--- config.mk ---
export PLATFORM = sky130hd
export DESIGN_NAME = register_file
export DESIGN_NICKNAME = d
export VERILOG_FILES = /design/src/rtl/register_file.sv
export SDC_FILE = /design/constraint.sdc
export NUM_CORES = 2
export LEC_CHECK = 0
export BUFFER_PORTS_ARGS = -buffer_cell sky130_fd_sc_hd__buf_2
export CORE_MARGIN = 2
export CORE_UTILIZATION = 64
export DETAILED_ROUTE_END_ITERATION = 7
export PLACE_DENSITY_LB_ADDON = 0.3
export SLEW_MARGIN = 20
export SYNTH_ARGS = -nofsm -noshare
export SYNTH_HDL_FRONTEND = slang
export SYNTH_SLANG_ARGS = --single-unit
--- constraint.sdc ---
create_clock -name clk -period 2.5 [get_ports clk]
set_clock_uncertainty 0.15 [all_clocks]
set_input_delay 0.125 -clock clk [delete_from_list [all_inputs] [get_ports clk]]
set_output_delay 0.125 -clock clk [all_outputs]
set_load 0.03 [all_outputs]
--- src/rtl/register_file.sv ---
// Two-read, one-write register file (32 x 32 by default) with register 0 hardwired to zero.
// Reads are combinational; the single write port commits on the rising clock edge.
module register_file #(
  parameter int DATA_WIDTH = 32,
  parameter int ADDR_WIDTH = 5
) (
  input  logic                  clk,
  input  logic                  rst,
  input  logic [ADDR_WIDTH-1:0] read_address_0,
  input  logic [ADDR_WIDTH-1:0] read_address_1,
  input  logic [ADDR_WIDTH-1:0] write_address_0,
  input  logic                  write_en,
  input  logic [DATA_WIDTH-1:0] write_data,
  output logic [DATA_WIDTH-1:0] read_data_0,
  output logic [DATA_WIDTH-1:0] read_data_1
);

  localparam int DEPTH = 2 ** ADDR_WIDTH;

  // Entry 0 is never stored; index 0 decodes to a constant zero on both read ports.
  logic [DATA_WIDTH-1:0] regs [1:DEPTH-1];

  always_ff @(posedge clk) begin
    if (rst) begin
      for (int i = 1; i < DEPTH; i++) begin
        regs[i] <= '0;
      end
    end else if (write_en && (write_address_0 != '0)) begin
      regs[write_address_0] <= write_data;
    end
  end

  always_comb begin
    read_data_0 = '0;
    if (read_address_0 != '0) begin
      read_data_0 = regs[read_address_0];
    end
  end

  always_comb begin
    read_data_1 = '0;
    if (read_address_1 != '0) begin
      read_data_1 = regs[read_address_1];
    end
  end

endmodule

Word-level counts from Yosys, hierarchy flattened
Memory sizes are Yosys's and may differ from the RTL's.
Index checks and enable logic that the tools add are counted.
- flip-flop bits (word level): 0
- bits in writable memories: 992
- output and inout bits: 64
- logic and storage cells: 16
- memories: 1
- multiplexer cells: 10
- reductions and logical operators: 5
- memory list (memory ; depth ; bits a word ; read ports ; clocked after memory_dff ; write ports ; RTL line ; RTL):
    regs ; 31 ; 32 ; 2 ; 0 ; 31 ; 21 ; logic [DATA_WIDTH-1:0] regs [1:DEPTH-1];
- operators with widths (kind ; number):
    $mux W32 ; 3
    $reduce_or A32 Y1 ; 1
    $reduce_bool A5 Y1 ; 3
    $mux W1 ; 6
    $mux W5 ; 1
    $logic_and A1 B1 Y1 ; 1

Logic depth before layout (Yosys ltp)
- word-level depth: 7
- mapped depth: 9
- gate-level depth less buffers: 4

Worst setup path before layout
OpenSTA, ideal clock, no wires.
- kind: in2out
- start point: input port read_address_0[0]
- end point: output port read_data_0[30]
- arrival: 2.563 ns
- required time: 2.225 ns
- setup slack: -0.338 ns
- stages on the path: 6
- path buffers: 3
- cell sequence: buf_2 buf_6 buf_4 mux4_2 mux2i_1 a2111oi_0
- longest elaborated chain between the ends: 2
- elaborated cells between the ends (all ways): 3
- those cells by class: 1 x mux; 1 x reduce/logical; 1 x memory
- ends and longest elaborated chain (what ; RTL line ; RTL):
    start, declared ; 9 ; input logic [ADDR_WIDTH-1:0] read_address_0,
    $mem_v2 Z31 W32 / $reduce_bool A5 Y1 (equally long branches) ; n/a ;
    $mux W32 * ; 35 ; if (read_address_0 != '0) begin
    end, declared ; 14 ; output logic [DATA_WIDTH-1:0] read_data_0,
Mark *: on every way between the ends. The rest lies on a longest branch, timed or not.

==> results_dict.tcl <==
set metrics [dict create \
    fin_crit_ns 2.98 \
    yosys.area_share.adder_pct 0 \
    final_cell_area_sq_mm 0.0646 \
    holdPathEnd "regs[16][12]$_SDFFCE_PN0P_" \
    finalSetupViolCount 64 \
    wl_per_cell_microns 35.6 \
    synthFlopType "edfxtp_1" \
    placed_cell_area_sq_mm 0.0583 \
    critPathCaptureType "output port" \
    ir_worst_vdd_uv 635 \
    drv_slew 0 \
    yosysWarnings 0 \
    grt_max_degree 59 \
    grt_setup_unrepaired "true" \
    die_area_sq_mm 0.0871 \
    crit_fanout 2 \
    nNetsFinal 3825 \
    pin_count 114 \
    cts_max_level 3 \
    netlist_instances 3500 \
    cts_buffers 105 \
    synthArstFlopShare_pct 0 \
    setup_slack_ns -0.485 \
    min_path_cells 5 \
    grt_pass1_wl_microns 255000 \
    worst_pin_slew_ns 0.761 \
    synthMuxAreaShare_pct 23.0 \
    ys_seq_area_share_pct 56.7 \
    outcome "finished, violations left" \
    crit_arrival_ns 2.71 \
    grt_overflow 0 \
    hold_viol_final 0 \
    largest_reg_flops 1024 \
    place_congestion 0.957 \
    crit_type "reg2out" \
    vias 37100 \
    cts.path.max_buffers 3 \
    drive_gt1_share_pct 36.2 \
    cpPeakStageDelay_ns 0.60 \
    fillers 4515 \
    synth_compound_area_share_pct 3.65 \
    drt-initial-drc-count 5977 \
    holdWs_ns 0.267 \
    totalWireLength_microns 178000 \
    drc 0 \
    fp-row-count 106 \
    numPortBuffers 113 \
    report.power.total_mw 42.3 \
    root_buffer "clkbuf_16" \
    cts_tree "done" \
    area_delta_synth_final_pct 19.1 \
    failed_checks "setup timing" \
    die_y_microns 295 \
    worstSetupStartpointType "register" \
    cp_cell_sequence "mux4_2 > mux4_2 > o22ai_2 > buf_6 > nor3_4 > buf_6" \
    max_freq_mhz 335 \
    grt_pass1_vias 38100 \
    start_util_pct 64.7 \
    cts_num_sinks 1024 \
    synth.distinct_cells 43 \
    cpLargestDelayFamily "multiplexers" \
    synth_edf_count 1024 \
    path_clk_slew_ns 0.06 \
    path_buf_inv 2 \
    avgSynthCellArea_sq_um 15.5 \
    synthXorXnorAreaFrac_pct 0 \
    cp.required_ns 2.23 \
    cellPowerDensity_mw_per_mm2 655 \
    crit_path_top_delay_cell "mux4_2" \
    hpwl_microns 110000 \
    cap_violations 0 \
    syn_area_sq_mm 0.0542 \
    top_regs "regs (1024)" \
    final_util_pct 77.1 \
    top_register "regs" \
    postRouteAntennaNets 0 \
    yosys.area_share.simple_pct 13.3 \
    vias_per_cell 7.41 \
    grt.total_usage_pct 41.2 \
    die_w_microns 295 \
    fp.coreArea_sq_mm 0.0838 \
    synth_top_family_by_area "multiplexers" \
    antenna_found_initial 9 \
    ys_ff_latch 1024 \
    period_share_pct 119 \
    hold_class "in2reg" \
    p_leak_nw 22.7 \
    hold_start "write_address_0[3]" \
    slew_headroom_pct 49.1 \
    drt_pass1_iterations 6 \
]
[power by group]
group | internal, mW | switching (mW)
Sequential | 19.8 | 0.575
Clock | 8.54 | 6.76
Combinational | 2.96 | 3.64
Total | 31.3 | 11.0
[Yosys cell counts (7+ instances only)]
library cell,instances,area [sq um]
o22ai_1,103,644
mux2_2,30,338
nor2b_1,14,87.6
and2_1,995,6220
nor3_1,54,270
a211oi_1,7,52.6
mux4_2,472,10600
edfxtp_1,1024,30700
a2111oi_1,41,410
buf_4,37,278
buf_2,51,255
a2111oi_0,14,123
a21oi_1,12,60.1
mux2i_1,150,1500
or2_2,31,194
buf_6,19,214
a22o_1,51,447
clkbuf_1,264,991
buf_1,13,48.8
nand2_1,8,30.0
nor2_1,36,135
a22oi_1,16,120
[cell usage in the layout, fill, tap and decap left out, types with 5 or more instances in the layout]
cell and n:
a22oi_1 16, o22ai_4 12, nand3b_1 5, buf_12 84, clkinv_1 21, a22o_1 22
buf_6 49, dlygate4sd3_1 32, inv_6 5, a22o_4 29, bufinv_16 8, clkinvlp_4 8
o22ai_1 77, nand2b_1 6, a21oi_1 10, mux2i_1 147, mux2_2 29, nor2_2 31
nor2b_1 11, nand2_1 8, mux4_2 472, clkbuf_1 22, a2111oi_4 47, nor3_2 14
conb_1 32, or2_2 29, nor3_1 10, and2_1 994, a2111oi_2 8, buf_4 306
clkbuf_16 105, diode_2 7, edfxtp_1 1024, buf_2 46, clkinv_2 20, nor3_4 30
o22ai_2 14
[how the worst max path moves through the flow]
| stage | from | slack [ns] | end | cells past startpoint |
|---|---|---|---|---|
| after floorplan | read_address_0[2] | 0.04 | read_data_0[21] | 6 |
| after global placement | read_address_0[0] | -0.44 | read_data_0[15] | 7 |
| after detailed placement | read_address_0[0] | -0.51 | read_data_0[15] | 7 |
| after CTS | regs[22][18]$_SDFFCE_PN0P_ | -0.47 | read_data_1[18] | 6 |
| after global routing | regs[22][18]$_SDFFCE_PN0P_ | -0.52 | read_data_1[18] | 6 |
| final | regs[22][18]$_SDFFCE_PN0P_ | -0.48 | read_data_1[18] | 6 |
[layer usage]
layer	share of wire, %	global-route usage, %
met1	32	51.5
met2	47	64.2
met3	14	11.0
met4	7.8	27.3
met5	0.018	0
[cell families after synthesis]
| group | after synthesis |
|---|---|
| other | 1 |
| DFF | 1024 |
| buffers and inverters | 386 |
| AOI/OAI and AO/OA | 259 |
| muxes | 652 |
| and+or+nand+nor | 1178 |
[cell type report]
cell class                      instances  area [sq um]  area share (%)
Sequential cell                      1024         30700            47.6
Multi-Input combinational cell       2121         24000            37.1
Timing Repair Buffer                  521          5170            8.00
Clock buffer                          127          2710            4.20
Tap cell                             1134          1420            2.20
Clock inverter                         64           569           0.881
Antenna cell                            7          17.5          0.0271
Inverter                                2          7.51          0.0116
[through the flow]
stage / setup TNS, ns / cells / setup slack, ns
2_1_floorplan: 0 / 3531 / 0.0384
3_3_place_gp: -7.63 / 4731 / -0.442
3_5_place_dp: -9.90 / 4732 / -0.506
4_1_cts: -19.90 / 4971 / -0.474
5_1_grt: -22.54 / 4994 / -0.519
6_report: -20.73 / 5000 / -0.485
[timing repair]
item / 4_1_cts / 5_1_grt
gates resized for setup: 379 / 35
cloned: 0 / 0
hold endpoints to repair: 989 / 0
hold buffers: 32 / 0
setup endpoints to repair: 64 / 64
setup buffers: 40 / 25
pin swaps: 140 / 18
(Power assumes the default switching activity.)
